===== src/rtl/retire_trace_monitor_pkg.sv =====
// Shared CPU package: instruction-type codes, monitor FSM state encoding and
// small helpers used by the retire trace monitor.
//   No ports (package).
package retire_trace_monitor_pkg;

    localparam int unsigned INSN_TYPE_W = 7;

    // Writeback instruction-type codes
    localparam logic [6:0] INSN_NOP    = 7'd0;
    localparam logic [6:0] INSN_ALU    = 7'd1;
    localparam logic [6:0] INSN_LOAD   = 7'd2;
    localparam logic [6:0] INSN_STORE  = 7'd3;
    localparam logic [6:0] INSN_BRANCH = 7'd4;
    localparam logic [6:0] INSN_JUMP   = 7'd5;
    localparam logic [6:0] INSN_SYSTEM = 7'd6;
    localparam logic [6:0] INSN_HALT   = 7'd7;

    // Monitor FSM: RUN until halt/timeout, then STOPPED until reset
    typedef enum logic [0:0] {
        ST_RUN     = 1'b0,
        ST_STOPPED = 1'b1
    } mon_state_e;

    // 32-bit increment that sticks at all-ones
    function automatic logic [31:0] sat_inc32(input logic [31:0] v);
        if (v == 32'hFFFF_FFFF) begin
            sat_inc32 = v;
        end else begin
            sat_inc32 = v + 32'd1;
        end
    endfunction

endpackage


===== src/rtl/retire_trace_monitor_trace_ring.sv =====
// Circular trace buffer with overwrite-on-full push and a registered pop port.
//   clk, rst        : clock, asynchronous active-high reset (pointers/flags only)
//   push, push_data : append one entry; when full the oldest entry is dropped
//   pop             : remove oldest entry (ignored when empty)
//   occ             : entries currently held (0..DEPTH)
//   overflow        : sticky, set when a push dropped an entry
//   rd_valid/rd_data: popped entry, one cycle after pop; rd_data holds otherwise
module retire_trace_monitor_trace_ring #(
    parameter int unsigned W     = 32,
    parameter int unsigned DEPTH = 16
) (
    input  logic                     clk,
    input  logic                     rst,
    input  logic                     push,
    input  logic [W-1:0]             push_data,
    input  logic                     pop,
    output logic [$clog2(DEPTH):0]   occ,
    output logic                     overflow,
    output logic                     rd_valid,
    output logic [W-1:0]             rd_data
);
    localparam int unsigned AW    = $clog2(DEPTH);
    localparam int unsigned OCC_W = AW + 1;

    logic [W-1:0]  mem_r [DEPTH];
    logic [AW-1:0] wr_ptr_r;
    logic [AW-1:0] rd_ptr_r;
    logic          full_s;
    logic          empty_s;

    assign full_s  = (occ == OCC_W'(DEPTH));
    assign empty_s = (occ == OCC_W'(0));

    // Trace storage, intentionally not reset
    always_ff @(posedge clk) begin
        if (push) begin
            mem_r[wr_ptr_r] <= push_data;
        end
    end

    // Pointers, occupancy, overflow flag and the registered read port.
    // DEPTH is a power of two, so pointer wrap is plain binary rollover.
    always_ff @(posedge clk or posedge rst) begin
        if (rst) begin
            wr_ptr_r <= AW'(0);
            rd_ptr_r <= AW'(0);
            occ      <= OCC_W'(0);
            overflow <= 1'b0;
            rd_valid <= 1'b0;
            rd_data  <= W'(0);
        end else begin
            rd_valid <= 1'b0;
            if (push) begin
                wr_ptr_r <= wr_ptr_r + AW'(1);
                if (full_s) begin
                    // Oldest entry is the one being overwritten: skip past it
                    rd_ptr_r <= rd_ptr_r + AW'(1);
                    overflow <= 1'b1;
                end else begin
                    occ <= occ + OCC_W'(1);
                end
            end else if (pop && !empty_s) begin
                rd_data  <= mem_r[rd_ptr_r];
                rd_valid <= 1'b1;
                rd_ptr_r <= rd_ptr_r + AW'(1);
                occ      <= occ - OCC_W'(1);
            end else begin
                rd_ptr_r <= rd_ptr_r;
            end
        end
    end

endmodule


===== src/rtl/retire_trace_monitor.sv =====
// Retire trace monitor: counts cycles and retirements while the program runs,
// records retired PCs in a trace ring, and stops on a halt instruction or a
// cycle limit. Once stopped the trace can be popped oldest-first.
//   clk, rst            : clock, asynchronous active-high reset
//   wb_v/wb_type/wb_pc  : retiring instruction from writeback
//   rd_req              : pop one trace entry (only honoured when stopped)
//   halted, timeout     : stop cause (halt wins if both happen together)
//   overflow            : sticky, trace entry overwritten
//   cycle_cnt/retire_cnt: saturating 32-bit counters, frozen once stopped
//   occ                 : trace entries held
//   rd_valid/rd_data    : popped PC, latency 1
module retire_trace_monitor
    import retire_trace_monitor_pkg::*;
#(
    parameter int unsigned       PC_W       = 32,
    parameter int unsigned       TYPE_W     = 7,
    parameter logic [TYPE_W-1:0] HALT_TYPE  = TYPE_W'(INSN_HALT),
    parameter logic [31:0]       MAX_CYCLES = 32'd500,
    parameter int unsigned       DEPTH      = 16
) (
    input  logic                   clk,
    input  logic                   rst,
    input  logic                   wb_v,
    input  logic [TYPE_W-1:0]      wb_type,
    input  logic [PC_W-1:0]        wb_pc,
    input  logic                   rd_req,
    output logic                   halted,
    output logic                   timeout,
    output logic                   overflow,
    output logic [31:0]            cycle_cnt,
    output logic [31:0]            retire_cnt,
    output logic [$clog2(DEPTH):0] occ,
    output logic                   rd_valid,
    output logic [PC_W-1:0]        rd_data
);
    mon_state_e state_r;
    mon_state_e state_nxt_s;
    logic       halt_hit_s;
    logic       limit_hit_s;
    logic       push_s;
    logic       pop_s;

    // Next-state decode plus per-cycle push/pop/stop controls
    always_comb begin
        state_nxt_s = state_r;
        halt_hit_s  = 1'b0;
        limit_hit_s = 1'b0;
        push_s      = 1'b0;
        pop_s       = 1'b0;
        case (state_r)
            ST_RUN: begin
                push_s      = wb_v;
                halt_hit_s  = wb_v && (wb_type == HALT_TYPE);
                limit_hit_s = (cycle_cnt == (MAX_CYCLES - 32'd1));
                if (halt_hit_s || limit_hit_s) begin
                    state_nxt_s = ST_STOPPED;
                end else begin
                    state_nxt_s = ST_RUN;
                end
            end
            ST_STOPPED: begin
                pop_s       = rd_req;
                state_nxt_s = ST_STOPPED;
            end
            default: begin
                state_nxt_s = ST_RUN;
            end
        endcase
    end

    // FSM state register
    always_ff @(posedge clk or posedge rst) begin
        if (rst) begin
            state_r <= ST_RUN;
        end else begin
            state_r <= state_nxt_s;
        end
    end

    // Counters and stop-cause flags; a halt in the limit cycle reports halt only
    always_ff @(posedge clk or posedge rst) begin
        if (rst) begin
            cycle_cnt  <= 32'd0;
            retire_cnt <= 32'd0;
            halted     <= 1'b0;
            timeout    <= 1'b0;
        end else begin
            if (state_r == ST_RUN) begin
                cycle_cnt <= sat_inc32(cycle_cnt);
                if (wb_v) begin
                    retire_cnt <= sat_inc32(retire_cnt);
                end
            end
            if (halt_hit_s) begin
                halted <= 1'b1;
            end else if (limit_hit_s) begin
                timeout <= 1'b1;
            end
        end
    end

    retire_trace_monitor_trace_ring #(
        .W     (PC_W),
        .DEPTH (DEPTH)
    ) u_trace_ring (
        .clk       (clk),
        .rst       (rst),
        .push      (push_s),
        .push_data (wb_pc),
        .pop       (pop_s),
        .occ       (occ),
        .overflow  (overflow),
        .rd_valid  (rd_valid),
        .rd_data   (rd_data)
    );

endmodule


===== config.mk =====
export PLATFORM = sky130hd
export DESIGN_NAME = retire_trace_monitor
export DESIGN_NICKNAME = d
export VERILOG_FILES = /design/src/rtl/retire_trace_monitor_pkg.sv /design/src/rtl/retire_trace_monitor_trace_ring.sv /design/src/rtl/retire_trace_monitor.sv
export SDC_FILE = /design/constraint.sdc
export NUM_CORES = 1
export LEC_CHECK = 0
export ABC_AREA = 0
export CORE_UTILIZATION = 45
export CTS_CLUSTER_DIAMETER = 40
export DETAILED_ROUTE_END_ITERATION = 6
export DONT_BUFFER_PORTS = 1
export PLACE_DENSITY = 0.66
export SLEW_MARGIN = 20
export SYNTH_ARGS = -nofsm -noshare
export SYNTH_HDL_FRONTEND = slang
export SYNTH_SLANG_ARGS = --single-unit

===== constraint.sdc =====
create_clock -name clk -period 4.1 [get_ports clk]
set_input_delay 0.82 -clock clk [delete_from_list [all_inputs] [get_ports clk]]
set_output_delay 0.82 -clock clk [all_outputs]
set_load 0.05 [all_outputs]

==> flow_summary.json <==
{
  "synth_common_cells": "edfxtp_1 (512), mux4_2 (128), dfrtp_1 (114)",
  "p_sw_share_pct": 31.59,
  "htree_levels": 3,
  "dr.pass1.iters": 6,
  "cts-hold-fix-buffers": 0,
  "path_buf_inv": 2,
  "clock_latency_ps": 630,
  "cts_buffer_depth": 3,
  "fmax_ghz": 0.3521,
  "grt_max_degree": 99,
  "reg2reg_to": "u_trace_ring.occ[4]",
  "pwr-share-comb_pct": 19.4,
  "finalSetupTns_ps": 0,
  "r2r_slack_ps": 1260,
  "grt-ovfl-total": 0,
  "synthCells": 1312,
  "ant_nets": 0,
  "post_cts_buffers": 0,
  "synthTopCellsByArea": "edfxtp_1 (62%), mux4_2 (12%), dfrtp_1 (12%), mux2_2 (1.7%), xnor2_1 (1.5%)",
  "dieWidth_um": 236.5,
  "grt_first_pass_wirelength_um": 79350,
  "arrival_ps": 3330,
  "vias": 12270,
  "skew_ps": 28.28,
  "path_max_fanout": 10,
  "min_period_ps": 2840,
  "p_leak_nw": 9.785,
  "clock_power_share_pct": 35.4,
  "wire_per_inst_um": 23.97,
  "cap_violations": 0,
  "hpwl_um": 29450,
  "synth-seq-cells": 626,
  "root_buffer": "clkbuf_16",
  "dieArea_um2": 55910,
  "yosysTopAreaCell": "edfxtp_1",
  "reg2reg_depth": 9,
  "cts.sink_count": 626,
  "critPathSlowestCell": "nor2b_1",
  "diodes": 0,
  "min_path_cells": 0,
  "power_frac_seq_pct": 45.2,
  "holdWs_ps": 285.3,
  "hold_start": "wb_pc[6]",
  "status": "finished, final reports clean",
  "drtIter0Drc": 981,
  "synth_nets": 1366,
  "path_cells": "nor2b_1 -> buf_4 -> inv_1 -> fa_1 -> a21o_1 -> a21oi_1 -> xnor2_1 -> nor2_1 -> xnor2_1",
  "fillerInstances": 4177,
  "internal_power_mw": 14.10,
  "cts_tree": "yes",
  "synthToLayoutAreaGrowth_pct": 16.20,
  "crit_path_frequent_cell": "xnor2_1",
  "hold_class": "input port to flip-flop",
  "initial_core_util_pct": 45.78,
  "synth_edf_count": 512,
  "finalHoldViolCount": 0,
  "yosysMostFrequentCell": "edfxtp_1",
  "worst_slew_pin_slew_ps": 979.9,
  "synth_top_area_share_pct": 62.16,
  "max_stage_delay_ps": 640,
  "row_count": 85,
  "finalCritPeriodShare_pct": 69.27,
  "wirelength_um": 51480,
  "worstHoldEndpoint": "u_trace_ring.mem_r[7][6]",
  "via_per_inst": 5.712,
  "synthDistinctLibCells": 50,
  "synthArstFlopShare_pct": 18.21,
  "path_clk_slew_ps": 60,
  "cts_resized": 0,
  "track_usage_pct": 18.93,
  "critical_path_required_ps": 4590,
  "ys_seq_area_share_pct": 73.69,
  "slew_viol_final": 0,
  "max_slew_margin_pct": 34.67,
  "synth_warnings": 0,
  "power_switching_mw": 6.509,
  "syn_area_um2": 24730,
  "setup_viol": 0,
  "cpLargestDelayFamily": "simple AND/OR/NAND/NOR gates",
  "crit_start": "state_r",
  "crit_path_start_kind": "flip-flop",
  "gp_congestion": 0.8408,
  "antenna_found_initial": 0,
  "drive_gt1_share_pct": 26.86,
  "rsz0062_at_grt": "no",
  "io_buffers": 0,
  "fin_nets": 1433,
  "path_class": "flip-flop to flip-flop",
  "reg2reg_from": "state_r",
  "die_y_um": 236.5,
  "yosys_most_used_dff": "edfxtp_1",
  "avgSynthCellArea_um2": 18.85,
  "grt_pass1_vias": 13000,
  "drcViolationCount": 0,
  "power_per_cell_area_nw_per_um2": 716.9,
  "end_kind": "flip-flop",
  "boundaryPins": 148,
  "vdd_drop_max_mv": 0.4141,
  "core_area_um2": 54030,
  "cts_made_buffers": 87
}
## state kept, by name, indices dropped and copies added, names as in the netlist
register / cells
state_r: 1
u_trace_ring.mem_r: 512
u_trace_ring.overflow: 1
u_trace_ring.occ: 5
u_trace_ring.rd_valid: 1
cycle_cnt: 32
timeout: 1
u_trace_ring.wr_ptr_r: 4
u_trace_ring.rd_data: 32
u_trace_ring.rd_ptr_r: 4
halted: 1
retire_cnt: 32
## layout by cell type (no fill, tap or decap), types with 11 or more instances in the layout
master / Yosys / final
inv_1: 13 / 12
nor2_1: 30 / 18
xnor2_1: 42 / 42
clkinvlp_4: 0 / 15
nand3_1: 24 / 24
clkbuf_16: 0 / 89
buf_4: 1 / 32
inv_6: 0 / 11
nand4_1: 25 / 25
mux2i_1: 32 / 32
nand2_1: 97 / 97
xor2_1: 25 / 25
o21ai_0: 68 / 68
mux4_2: 128 / 128
mux2_2: 37 / 37
edfxtp_1: 512 / 512
dfrtp_1: 114 / 110
nor4_1: 12 / 12
nor2_4: 0 / 12
## worst reg2reg max path: cells and delay by family (launching register included)
family | cells | cell delay, ps
flip-flops | 1 | 490
XOR/XNOR | 2 | 280
buffers and inverters | 2 | 450
AO/OA/AOI/OAI | 2 | 350
adder cells (fa/ha/maj) | 1 | 440
AND/OR/NAND/NOR | 2 | 710
## per-layer routing
| layer | vias to the layer above | track usage [%] | share of wire, % |
|---|---|---|---|
| li1 | 5383 | - | - |
| met1 | 6435 | 25.04 | 42 |
| met2 | 376 | 30.69 | 49 |
| met3 | 75 | 5.374 | 7.3 |
| met4 | 0 | 5.313 | 1.9 |
| met5 | - | 0 | 0 |
## how the worst max path moves through the flow
stage,to,slack (ps),cells past startpoint
detailed placement,u_trace_ring.mem_r[12][23],940,4
CTS,u_trace_ring.mem_r[4][18],1230,4
floorplan,u_trace_ring.mem_r[3][0],4,4
global placement,u_trace_ring.occ[4],930,9
finish,u_trace_ring.occ[4],1260,9
global route,u_trace_ring.rd_ptr_r[3],960,6
## layout make-up
| type | instances | area [um^2] | share of cell area [%] |
|---|---|---|---|
| multi-input cells | 613 | 6311 | 21.96 |
| repair buffers | 38 | 360.3 | 1.254 |
| clock inverters | 62 | 616.8 | 2.146 |
| flip-flops and latches | 626 | 18240 | 63.46 |
| clock buffers | 100 | 2288 | 7.962 |
| well taps | 696 | 870.8 | 3.030 |
| inverters | 13 | 53.80 | 0.1872 |
## power by group through the flow
stage               combinational (mW)  sequential (mW)  clock [mW]
global placement                  4.04             9.45           0
global route                      4.38             9.44        7.72
finish                            3.99             9.32        7.29
floorplan                         3.30             8.95           0
CTS                               4.10             9.34        7.43
detailed placement                4.07             9.47           0
## cells by family (layout without fill, tap and decap cells)
logic type / Yosys count / after routing / synth area share, %
adders and majority gates: 11 / 11 / 0.5868
muxes: 197 / 197 / 14.63
DFF: 626 / 626 / 73.69
buffers and inverters: 73 / 213 / 1.244
and+or+nand+nor: 249 / 249 / 5.301
AOI/OAI and AO/OA: 89 / 89 / 2.170
xor gates and xnor gates: 67 / 67 / 2.372
## metrics by stage
stage / instances / power (mW) / cell area [um^2] / setup slack [ps] / util [%]
floorplan: 1312 / 12.25 / 24740 / 3.518 / -
global placement: 1986 / 13.49 / 25840 / 932.3 / 47.82
detailed placement: 1986 / 13.54 / 25840 / 938.8 / 47.82
CTS: 2148 / 20.87 / 28740 / 1231 / 53.20
global route: 2148 / 21.53 / 28740 / 964.3 / 53.20
finish: 2148 / 20.60 / 28740 / 1260 / 53.20
Power figures use the tool's default switching activity.
